--- config.mk ---
export PLATFORM = sky130hd
export DESIGN_NAME = cordic_seq_ctrl
export DESIGN_NICKNAME = d
export VERILOG_FILES = /design/src/rtl/cordic_pkg.sv /design/src/rtl/cordic_iter_counter.sv /design/src/rtl/cordic_seq_ctrl.sv
export SDC_FILE = /design/constraint.sdc
export NUM_CORES = 1
export LEC_CHECK = 0
export CORE_AREA = 2 2 39 41
export CTS_CLUSTER_SIZE = 12
export DETAILED_ROUTE_END_ITERATION = 8
export DIE_AREA = 0 0 41 43
export PLACE_DENSITY = 0.71
export SYNTH_ARGS = -nofsm -noshare
export SYNTH_HDL_FRONTEND = slang
export SYNTH_HIERARCHICAL = 1
export SYNTH_SLANG_ARGS = --single-unit
--- constraint.sdc ---
create_clock -name clk -period 2 [get_ports clk]
set_input_delay 0.4 -clock clk [delete_from_list [all_inputs] [get_ports clk]]
set_output_delay 0.4 -clock clk [all_outputs]
set_load 0.005 [all_outputs]
--- src/rtl/cordic_pkg.sv ---
// Shared types and constants for the CORDIC sequencing controller.
package cordic_pkg;

  typedef enum logic [1:0] {
    IDLE = 2'd0,
    LOAD = 2'd1,
    ITER = 2'd2,
    DONE = 2'd3
  } state_t;

  localparam int N_ITER_DEF = 16;

  localparam logic SEL_INPUT    = 1'b0;
  localparam logic SEL_FEEDBACK = 1'b1;

endpackage

--- src/rtl/cordic_iter_counter.sv ---
// Micro-rotation index counter: synchronous clear, count enable, and a
// terminal-count flag at N_ITER-1 where the count saturates (never wraps).
module cordic_iter_counter #(
  parameter int N_ITER = 16,
  parameter int IDX_W  = $clog2(N_ITER)
) (
  input  logic             clk,
  input  logic             rst,
  input  logic             clear,
  input  logic             enable,
  output logic [IDX_W-1:0] count,
  output logic             tc
);

  localparam logic [IDX_W-1:0] LAST = IDX_W'(N_ITER - 1);

  assign tc = (count == LAST);

  always_ff @(posedge clk or posedge rst) begin
    if (rst) begin
      count <= '0;
    end else if (clear) begin
      count <= '0;
    end else if (enable && !tc) begin
      count <= count + IDX_W'(1);
    end
  end

endmodule

--- src/rtl/cordic_seq_ctrl.sv ---
// Start/iterate/done sequencer for the iterative CORDIC datapath: drives the
// operand mux, register enable and shift index, then offers the result.
module cordic_seq_ctrl
  import cordic_pkg::*;
#(
  parameter int N_ITER = N_ITER_DEF,
  parameter int IDX_W  = $clog2(N_ITER)
) (
  input  logic             clk,
  input  logic             rst,
  input  logic             start,
  output logic             in_ready,
  output logic             mux_sel,
  output logic             reg_en,
  output logic [IDX_W-1:0] iter_idx,
  output logic             last_iter,
  output logic             busy,
  output logic             out_valid,
  input  logic             out_ready,
  output logic [1:0]       fsm_state
);

  // Handshakes: a start is taken on a rising edge where start & in_ready;
  // a result is taken on a rising edge where out_valid & out_ready.

  state_t state;
  state_t state_n;
  logic   accept;
  logic   tc;

  // Only combinational input-to-output path: releasing DONE frees the slot.
  assign in_ready  = (state == IDLE) || ((state == DONE) && out_ready);
  assign accept    = start && in_ready;
  assign last_iter = (state == ITER) && tc;
  assign fsm_state = state;

  always_comb begin
    state_n = state;
    case (state)
      IDLE:    if (accept) state_n = LOAD;
      LOAD:    state_n = ITER;
      ITER:    if (tc) state_n = DONE;
      DONE:    if (out_ready) state_n = start ? LOAD : IDLE;
      default: state_n = IDLE;
    endcase
  end

  // Outputs are registered from the next state so they line up with state.
  always_ff @(posedge clk or posedge rst) begin
    if (rst) begin
      state     <= IDLE;
      mux_sel   <= SEL_INPUT;
      reg_en    <= 1'b0;
      busy      <= 1'b0;
      out_valid <= 1'b0;
    end else begin
      state     <= state_n;
      mux_sel   <= ((state_n == ITER) || (state_n == DONE)) ? SEL_FEEDBACK : SEL_INPUT;
      reg_en    <= (state_n == LOAD) || (state_n == ITER);
      busy      <= (state_n == LOAD) || (state_n == ITER);
      out_valid <= (state_n == DONE);
    end
  end

  // Cleared as LOAD is entered, so LOAD and the first ITER cycle both show 0.
  cordic_iter_counter #(
    .N_ITER(N_ITER),
    .IDX_W (IDX_W)
  ) u_counter (
    .clk   (clk),
    .rst   (rst),
    .clear (accept),
    .enable(state == ITER),
    .count (iter_idx),
    .tc    (tc)
  );

endmodule

==> results.txt, run 1 <==
The flow ran to the end, and the final reports show no timing, DRC or antenna violations. The maximum vdd drop is around 0.00067 V. TritonCTS built the clock tree. The maximum clock frequency is about 570 MHz. The I/O pin count is 16. The sequential standard cell area is roughly 230 µm². The post-synthesis net count is 53. The required time of the critical path came out at ~1.6 ns. The number of nets still failing antenna checks after routing came out at 0.

The share of the yosys chip area belonging to registers came out at ~46%. The count of yosys warnings during synthesis is 6. The peak fanout along the critical path came out at 3.

Tracing the worst setup path back leads to its startpoint at out_ready. The clock input transition at the sequential cells of the worst setup and hold paths came out at around 0.07 ns. The total standard cell area after synthesis came out at approximately 500 µm².

On the worst path, the slowest cell contributes a delay of around 0.47 ns. The clock buffer count from CTS is 3. By count the netlist is led by 9 x sky130_fd_sc_hd__dfrtp_1, 5 x sky130_fd_sc_hd__inv_1, 3 x sky130_fd_sc_hd__a21oi_1, 3 x sky130_fd_sc_hd__nand2b_1.

The HPWL reported at the end of detailed placement is 687 µm. In this run the critical register-to-register path is launched from u_counter/count[1]. The tightest hold path in the finished design has a slack of roughly 0.35 ns. The final design area excluding fillers is just over 700 µm².

Global routing consumed, over all layers together, 13.5% of the routing resources. The worst slew margin relative to its limit came out at around 80%. After synthesis, the mean cell area works out to ~10 µm².

The hold violation total from the final report was 0. The first global-routing pass estimated roughly 1500 µm of wire. The number of nets in the layout is 76. The total placed instance area is 674 µm². On the critical path the largest part of the delay comes from buffers and inverters.

The standard cell core area came out at approximately 0.0014 mm². The height of the die came out at 43 µm. The effective utilization at floorplan came out at 35.4%. The worst path in the final design needs a cycle of between 1.5 and 2 ns, including I/O delays and setup. The maximum clock path buffer count is 2. The actual slew at the worst max-slew pin is 0.268 ns. The final design utilization is roughly 52%. The detailed-route vias per instance is about 4.6.

The initial antenna violation count was 0. The post-layout worst setup margin came out at approximately 0.25 ns. The count of final max-slew check failures was 0. The die area is 0.00176 mm².

Relative to the synthesized area, the layout overhead comes to 47.1%. The area fraction of the dominant cell type after synthesis is between 40 and 50%. The number of H-tree branching levels is 1. The area of the multi-input gates came out at about 250 µm².

The placement-stage worst setup slack came out at -0.0364 ns. The type of the setup path with the least slack is input port to primary output. The fraction of the cycle the final worst path needs came out at between 80 and 90%.

The number of antenna cells inserted is 0. The number of endpoints failing setup at the final stage came out at 0. The signal on the critical path passes through clkdlybuf4s50_1 -> nand3_1 -> o21ai_0 -> dlygate4sd2_1. Of all flip-flops after synthesis, the portion carrying an async set or reset was 100%.

The clock skew is around 0.0035 ns. The number of rows in the core area is 14. For this design the ratio of total power to cell area is 1500 mW/mm². The hold-fix buffer count after cts is 0. The iteration-0 DRC count of the detailed router is 3. Input and output buffers added on the ports amount to 15.

The largest individual stage delay along the critical path comes from the cell sky130_fd_sc_hd__clkdlybuf4s50_1. The via count is 395. The most used flip-flop cell after synthesis is sky130_fd_sc_hd__dfrtp_1. Setup repair after global routing left no endpoint under its margin. The overall power consumption is around 0.0011 W. The layout filler cell count is 129. Across the run, the number of max-cap violations was 0.

STA classifies the critical path endpoint as a primary output. In the final routed layout, each cell accounts on average for 10.8 µm. The distinct cell type count after synthesis came out at 25. The combined buffer and inverter count along the critical path came out at 2. The buffer cell driving the clock tree root is sky130_fd_sc_hd__clkbuf_4.

Data arrives at the worst endpoint at 1.35 ns. For this block, the routed nets add up to 916 µm of wire. The worst hold path belongs to the class input port to asynchronous set/reset pin.

The largest net degree at the start of global routing came out at 8. The total congestion overflow is 0. From left edge to right edge, the die measures just over 40 µm. For this run, the detailed router's first-pass iteration total came to 4. The number of register bits inferred by synthesis is 9. After detailed routing, the number of remaining DRC violations is 0.

Summed over all cells, the static leakage comes to around 0.36 nW. Yosys instantiated no cell more often than sky130_fd_sc_hd__dfrtp_1. The clock latency on the worst-skew pair came out at between 0.2 and 0.3 ns. The fraction of final layout cells with drive strength greater than 1 is ~28%.

The startpoint kind of the worst setup timing path is an input port. sky130_fd_sc_hd__dfrtp_1 takes more of the synthesized area than any other cell. Ranked by total cell area, the synthesized netlist is headed by sky130_fd_sc_hd__dfrtp_1 46%, sky130_fd_sc_hd__nor2b_4 5.6%, sky130_fd_sc_hd__ha_1 5.1%, sky130_fd_sc_hd__inv_1 3.8%, sky130_fd_sc_hd__nand2b_1 3.8%. The synthesized design contains 0 enable-type register cells. The number of global-route vias before repair came to 349. The count of clock tree sinks is 9. The number of instances in the synthesized netlist came out at 47. The final weighted congestion in routability-driven placement came out at around 0.75.
-- routing by layer --
layer	track usage, %	vias to the layer above	wire [µm]
met5	0	-	0
met4	12.0	0	14
met3	4.71	2	62
met2	16.6	21	430
met1	17.7	170	408
li1	-	202	-
-- where the power goes --
group / switching (W) / internal, W / total (W)
combinational: 0.000215 / 0.000379 / 0.000594
clock: 0.0000693 / 0.0000739 / 0.000143
sequential: 0.0000742 / 0.000270 / 0.000344
total: 0.000358 / 0.000722 / 0.00108
-- layout make-up --
class | count | share of cell area [%]
timing repair buffer | 19 | 25.2
sequential | 9 | 31.5
clock inverter | 1 | 0.696
inverter | 5 | 2.61
multi-input combinational | 32 | 34.1
clock buffer | 3 | 3.13
tap | 16 | 2.78
-- path summary, 6_finish.rpt --
kind                       slack (ns)  cells after the start                 end
setup reg to reg                 0.29                      7             mux_sel
max in group asynchronous        1.45                      2        fsm_state[1]
hold / removal                   0.35                      2  u_counter/count[1]
hold reg to reg                  0.57                      1             mux_sel
min in group clk                 0.57                      1             mux_sel
setup / recovery                 0.25                      4            in_ready
-- cells in the final DEF (no fill, tap or decap), types with 2 or more instances in the layout --
cell | netlist | layout
sky130_fd_sc_hd__dfrtp_1 | 9 | 8
sky130_fd_sc_hd__inv_1 | 5 | 5
sky130_fd_sc_hd__a21oi_1 | 3 | 3
sky130_fd_sc_hd__o21ai_0 | 2 | 2
sky130_fd_sc_hd__clkdlybuf4s50_1 | 0 | 13
sky130_fd_sc_hd__and2_1 | 2 | 2
sky130_fd_sc_hd__nor3_1 | 2 | 2
sky130_fd_sc_hd__clkbuf_4 | 0 | 3
sky130_fd_sc_hd__buf_4 | 1 | 4
sky130_fd_sc_hd__nor2_1 | 2 | 2
sky130_fd_sc_hd__nand2b_1 | 3 | 3
sky130_fd_sc_hd__nor2b_4 | 2 | 3
-- worst register-to-register path, cell delays in order (launching register included) --
cell and delay, ns:
sky130_fd_sc_hd__dfrtp_1 0.36, sky130_fd_sc_hd__ha_2 0.19, sky130_fd_sc_hd__and3_4 0.18, sky130_fd_sc_hd__buf_4 0.14, sky130_fd_sc_hd__nor2b_4 0.04, sky130_fd_sc_hd__or3_1 0.31
sky130_fd_sc_hd__ha_1 0.19, sky130_fd_sc_hd__a21o_2 0.18
-- through the flow --
stage                     TNS (ns)  instances
after CTS                  -0.0277         85
after global routing             0         85
final                            0         85
after floorplan                  0         47
after global placement     -0.0112         80
after detailed placement   -0.0364         80
-- timing repair --
action	CTS	global route
setup buffers	1	0
pin swaps	0	1
endpoints found under the setup margin	2	1
gates resized for setup	3	2
-- logic make-up after synthesis --
kind of cell / Yosys count / synth area share [%]
AO/OA/AOI/OAI: 7 / 7.93
multiplexers: 2 / 5.11
AND/OR/NAND/NOR: 21 / 30.4
buffers and inverters: 6 / 5.37
flip-flops: 9 / 46.0
adder cells (fa/ha/maj): 2 / 5.11
-- sequential cells by signal (all words and copies together), names as in the netlist --
signal,cells
u_counter/count,4
fsm_state,2
busy,1
mux_sel,1
out_valid,1
(Power assumes the default switching activity.)
==> run 2: changes to the inputs <==
--- a/config.mk
+++ b/config.mk
@@ -5,6 +5,8 @@
 export SDC_FILE = /design/constraint.sdc
 export NUM_CORES = 1
 export LEC_CHECK = 0
+export ABC_CLOCK_PERIOD_IN_PS = 2000
+export CAP_MARGIN = 20
 export CORE_AREA = 2 2 39 41
 export CTS_CLUSTER_SIZE = 12
 export DETAILED_ROUTE_END_ITERATION = 8
==> results of run 2 <==
No change in the layout: final DEF, timing and power equal those of run 1.
==> run 3: changes to the inputs <==
--- a/config.mk
+++ b/config.mk
@@ -11,8 +11,8 @@
 export CTS_CLUSTER_SIZE = 12
 export DETAILED_ROUTE_END_ITERATION = 8
 export DIE_AREA = 0 0 41 43
-export PLACE_DENSITY = 0.71
+export GPL_ROUTABILITY_DRIVEN = 0
+export PLACE_DENSITY = 0.64
 export SYNTH_ARGS = -nofsm -noshare
 export SYNTH_HDL_FRONTEND = slang
-export SYNTH_HIERARCHICAL = 1
 export SYNTH_SLANG_ARGS = --single-unit
==> results.txt, run 3 <==
The run finished with clean final reports. The worst slew margin relative to its limit is 79.2% (-2.8 points). The HPWL reported at the end of detailed placement is 628 µm (-8.6%).

TritonCTS built the clock tree. The library cell used most frequently in the layout, excluding fill and tap cells, is sky130_fd_sc_hd__clkdlybuf4s50_1. The count of TritonRoute iterations in the first routing pass came out at 4 (unchanged).

The overall power consumption is 0.000882 W (-18%). The initial antenna violation count came out at 0 (unchanged). The number of port buffers came to 15 (unchanged). The part of the total power dissipated in the clock network came out at 14.0% (+0.7 points).

The number of rows in the core area is 14 (unchanged). The number of max-cap violations came out at 0 (unchanged). The met3 demand-to-capacity share in global routing was 4.71% (unchanged). The maximum clock frequency came out at 523 MHz (-8.6%). The count of yosys warnings during synthesis was 0 (-6). The endpoint kind of the worst setup timing path is a primary output. The number of instances in the synthesized netlist came to 40 (-15%). The total congestion overflow is 0 (unchanged). The share of the yosys chip area belonging to registers is 49.7% (+3.7 points). The hold violation total from the final report came out at 0 (unchanged). The iteration-0 DRC count of the detailed router is 9 (+6). Grouping stages by cell kind, the critical path spends the most delay in buffers and inverters.

The number of endpoints failing setup at the final stage is 0 (unchanged). The routed length per instance is 11.2 µm (+3.8%). The global routing stage identified its most utilized layer as met2. The number of enable flip-flop cells after synthesis is 0 (unchanged). The worst path arrival time came out at 1.51 ns (+0.16 ns). The register with the most flip-flops in the final layout is u_counter.count. The required time of the critical path came out at 1.60 ns (about the same).

The global-route track usage on met1 came out at 12.5% (-5.1 points). The startpoint of the lowest-slack register-to-register path is u_counter.count[0]. The flip-flop count of the largest register after layout is 4 (unchanged).

The number of nets still failing antenna checks after routing is 0 (unchanged). The area fraction of the dominant cell type after synthesis came out at 49.7% (+3.7 points). In the layout the commonest cells are 14 x sky130_fd_sc_hd__clkdlybuf4s50_1, 8 x sky130_fd_sc_hd__dfrtp_1, 5 x sky130_fd_sc_hd__buf_4. The tightest min-delay check is of the input port to asynchronous set/reset pin type. The number of nets in the layout was 69 (-9.2%).

The first-pass GRT wire length came to 1220 µm (-19%). The setup slack on the worst flop-to-flop path came out at 0.55 ns (+0.26 ns). In the synthesized netlist, the cells that appear most often are 8 x sky130_fd_sc_hd__dfrtp_1, 4 x sky130_fd_sc_hd__a211oi_1, 4 x sky130_fd_sc_hd__a21oi_1, 3 x sky130_fd_sc_hd__inv_1, 3 x sky130_fd_sc_hd__nand3_1. In this run the clock root is driven by a sky130_fd_sc_hd__clkbuf_4. The I/O pin count came out at 16 (unchanged). The most used flip-flop cell after synthesis is sky130_fd_sc_hd__dfrtp_1. The leakage power summed over all cells was 0.280 nW (-22%). The switching power came out at 0.000302 W (-16%). The worst register-to-register path ends at busy. The final critical delay including setup and external delays came out at 1.91 ns (+0.163 ns). The number of H-tree branching levels came out at 1 (unchanged).

The stage delay of the slowest cell on the critical path is 0.50 ns (+0.03 ns). The total wire length came out at 861 µm (-6.0%). The fraction of the cycle the final worst path needs was 95.5% (+8.2 points). The worst hold slack came out at 0.387 ns (+0.0398 ns). The clock input transition at the sequential cells of the worst setup and hold paths came out at 0.06 ns (about the same). The die area came to 0.00176 mm² (unchanged). The switching share of power came out at 34.3% (+1.1 points). The count of clock tree sinks was 8 (-1). The post-synthesis area per instance is 10.1 µm² (-3.2%). The height of the die came out at 43 µm (unchanged). The critical path in this run is classified as flip-flop to primary output.

The combined buffer and inverter count along the critical path came to 1 (-1). The peak fanout along the critical path is 5 (+2). The detailed-route vias per instance is 5.01 (+7.9%).

The DRC violation count after routing is 0 (unchanged). The met2 track demand over resource came out at 15.0% (-1.6 points). The fraction of final layout cells with drive strength greater than 1 was 16.4% (-11 points). The number of global-route vias before repair is 306 (-12%). The power density of the placed cells came to 1400 mW/mm² (-7.0%). The actual slew at the worst max-slew pin was 0.312 ns (+0.0441 ns). The die outline width came out at 41 µm (unchanged). The layout overhead on the synthesized area came out at 56.8%. The number of register bits inferred by synthesis is 8 (-1). The leading area contributor after synthesis is sky130_fd_sc_hd__dfrtp_1. The global-route usage over all layers came out at 11.1% (-2.4 points). The clock buffer count from CTS came out at 3 (unchanged). The via count came to 386 (-2.3%). The fraction of power consumed by combinational cells came out at 52.8% (-2.1 points).

The maximum vdd drop came to 0.000668 V (-0.43%). The hold-fix buffer count after cts was 0 (unchanged). The clock skew came out at 0.00821 ns (+0.00470 ns). The startpoint kind of the worst setup timing path is a flip-flop.

For this design, the slowest cell found on the critical path is sky130_fd_sc_hd__clkdlybuf4s50_1. The total standard cell area after synthesis is 403 µm² (-18%). The fraction of registers with async set or reset after synthesis was 100% (unchanged). The most common cell in the synthesized netlist is sky130_fd_sc_hd__dfrtp_1. The internal power is 0.000580 W (-20%). The count of final max-slew check failures is 0 (unchanged). The logic depth of the worst setup path including buffers is 4 (unchanged). The logic depth of the worst register-to-register path is 5 (-2). The distinct cell type count after synthesis came out at 19 (-24%). The clock latency on the worst-skew pair came out at 0.25 ns (about the same).

The largest net degree at the start of global routing came out at 9 (+1). By area the synthesized netlist is led by sky130_fd_sc_hd__dfrtp_1 50%, sky130_fd_sc_hd__a211oi_1 7.5%, sky130_fd_sc_hd__ha_1 6.2%, sky130_fd_sc_hd__a21oi_1 5.0%, sky130_fd_sc_hd__nand3_1 3.7%. The signal on the critical path passes through ha_4 -> nand3_1 -> nor2_1 -> clkdlybuf4s50_1. The maximum clock path buffer count is 2 (unchanged). The effective utilization at floorplan came out at 29.1% (-6.2 points). The standard cell core area came to 0.00138 mm² (unchanged).

The share of total power in sequential cells came to 33.2% (+1.4 points). The post-synthesis net count is 46 (-13%). The number of antenna cells inserted is 0 (unchanged).
[run 3: cell families after synthesis]
| kind of cell | after synthesis | synth area share, % |
|---|---|---|
| AOI/OAI and AO/OA | 12 | 18.9 |
| and+or+nand+nor | 13 | 18.6 |
| buffers and inverters | 5 | 6.52 |
| adders and majority gates | 2 | 6.21 |
| DFF | 8 | 49.7 |
[run 3: through the flow]
stage / utilization [%] / worst slack [ns] / area [µm²] / instances / TNS (ns)
5_1_grt: 45.7 / -0.000272 / 632 / 77 / -0.000272
2_1_floorplan: - / 0.629 / 403 / 40 / 0
3_5_place_dp: 42.0 / -0.0706 / 581 / 72 / -0.0706
6_report: 45.7 / 0.0892 / 632 / 77 / 0
4_1_cts: 44.8 / 0.0495 / 619 / 77 / 0
3_3_place_gp: 42.0 / -0.0730 / 581 / 72 / -0.0730
[run 3: layer usage]
layer | wire (µm) | up-vias
met3 | 63 | 4
li1 | - | 189
met5 | 0 | -
met4 | 31 | 0
met1 | 356 | 178
met2 | 411 | 15
[run 3: how the worst max path moves through the flow]
stage | from | to | slack [ns]
finish | u_counter.count[0] | last_iter | 0.09
global route | u_counter.count[0] | last_iter | -0.0003
floorplan | u_counter.count[0] | busy | 0.63
CTS | u_counter.count[0] | last_iter | 0.05
global placement | out_ready | in_ready | -0.07
detailed placement | out_ready | in_ready | -0.07
[run 3: area by class of cell]
cell class,count,area (µm²)
clock buffer,3,22.5
fill,134,752
inverter,3,11.3
multi-input combinational,27,191
sequential,8,200
tap,16,20.0
timing repair buffer,20,186
[run 3: power by group through the flow]
stage / Combinational (W) / Sequential [W] / Clock, W
6_report: 0.000466 / 0.000293 / 0.000123
4_1_cts: 0.000460 / 0.000286 / 0.000128
3_3_place_gp: 0.000431 / 0.000299 / 0
5_1_grt: 0.000520 / 0.000305 / 0.000140
2_1_floorplan: 0.000202 / 0.000294 / 0
3_5_place_dp: 0.000434 / 0.000299 / 0
[run 3: worst reg2reg max path, stage by stage (launching register included)]
cell and delay [ns]:
sky130_fd_sc_hd__dfrtp_1 0.39, sky130_fd_sc_hd__ha_4 0.17, sky130_fd_sc_hd__nand3_1 0.09, sky130_fd_sc_hd__buf_4 0.16, sky130_fd_sc_hd__a211oi_1 0.25, sky130_fd_sc_hd__ha_1 0.27
[run 3: what timing repair did]
action	in CTS	in global routing
resized for setup	2	2
setup endpoints to repair	2	1
hold endpoints to repair	0	0
buffers inserted	2	0
pin swaps	1	0
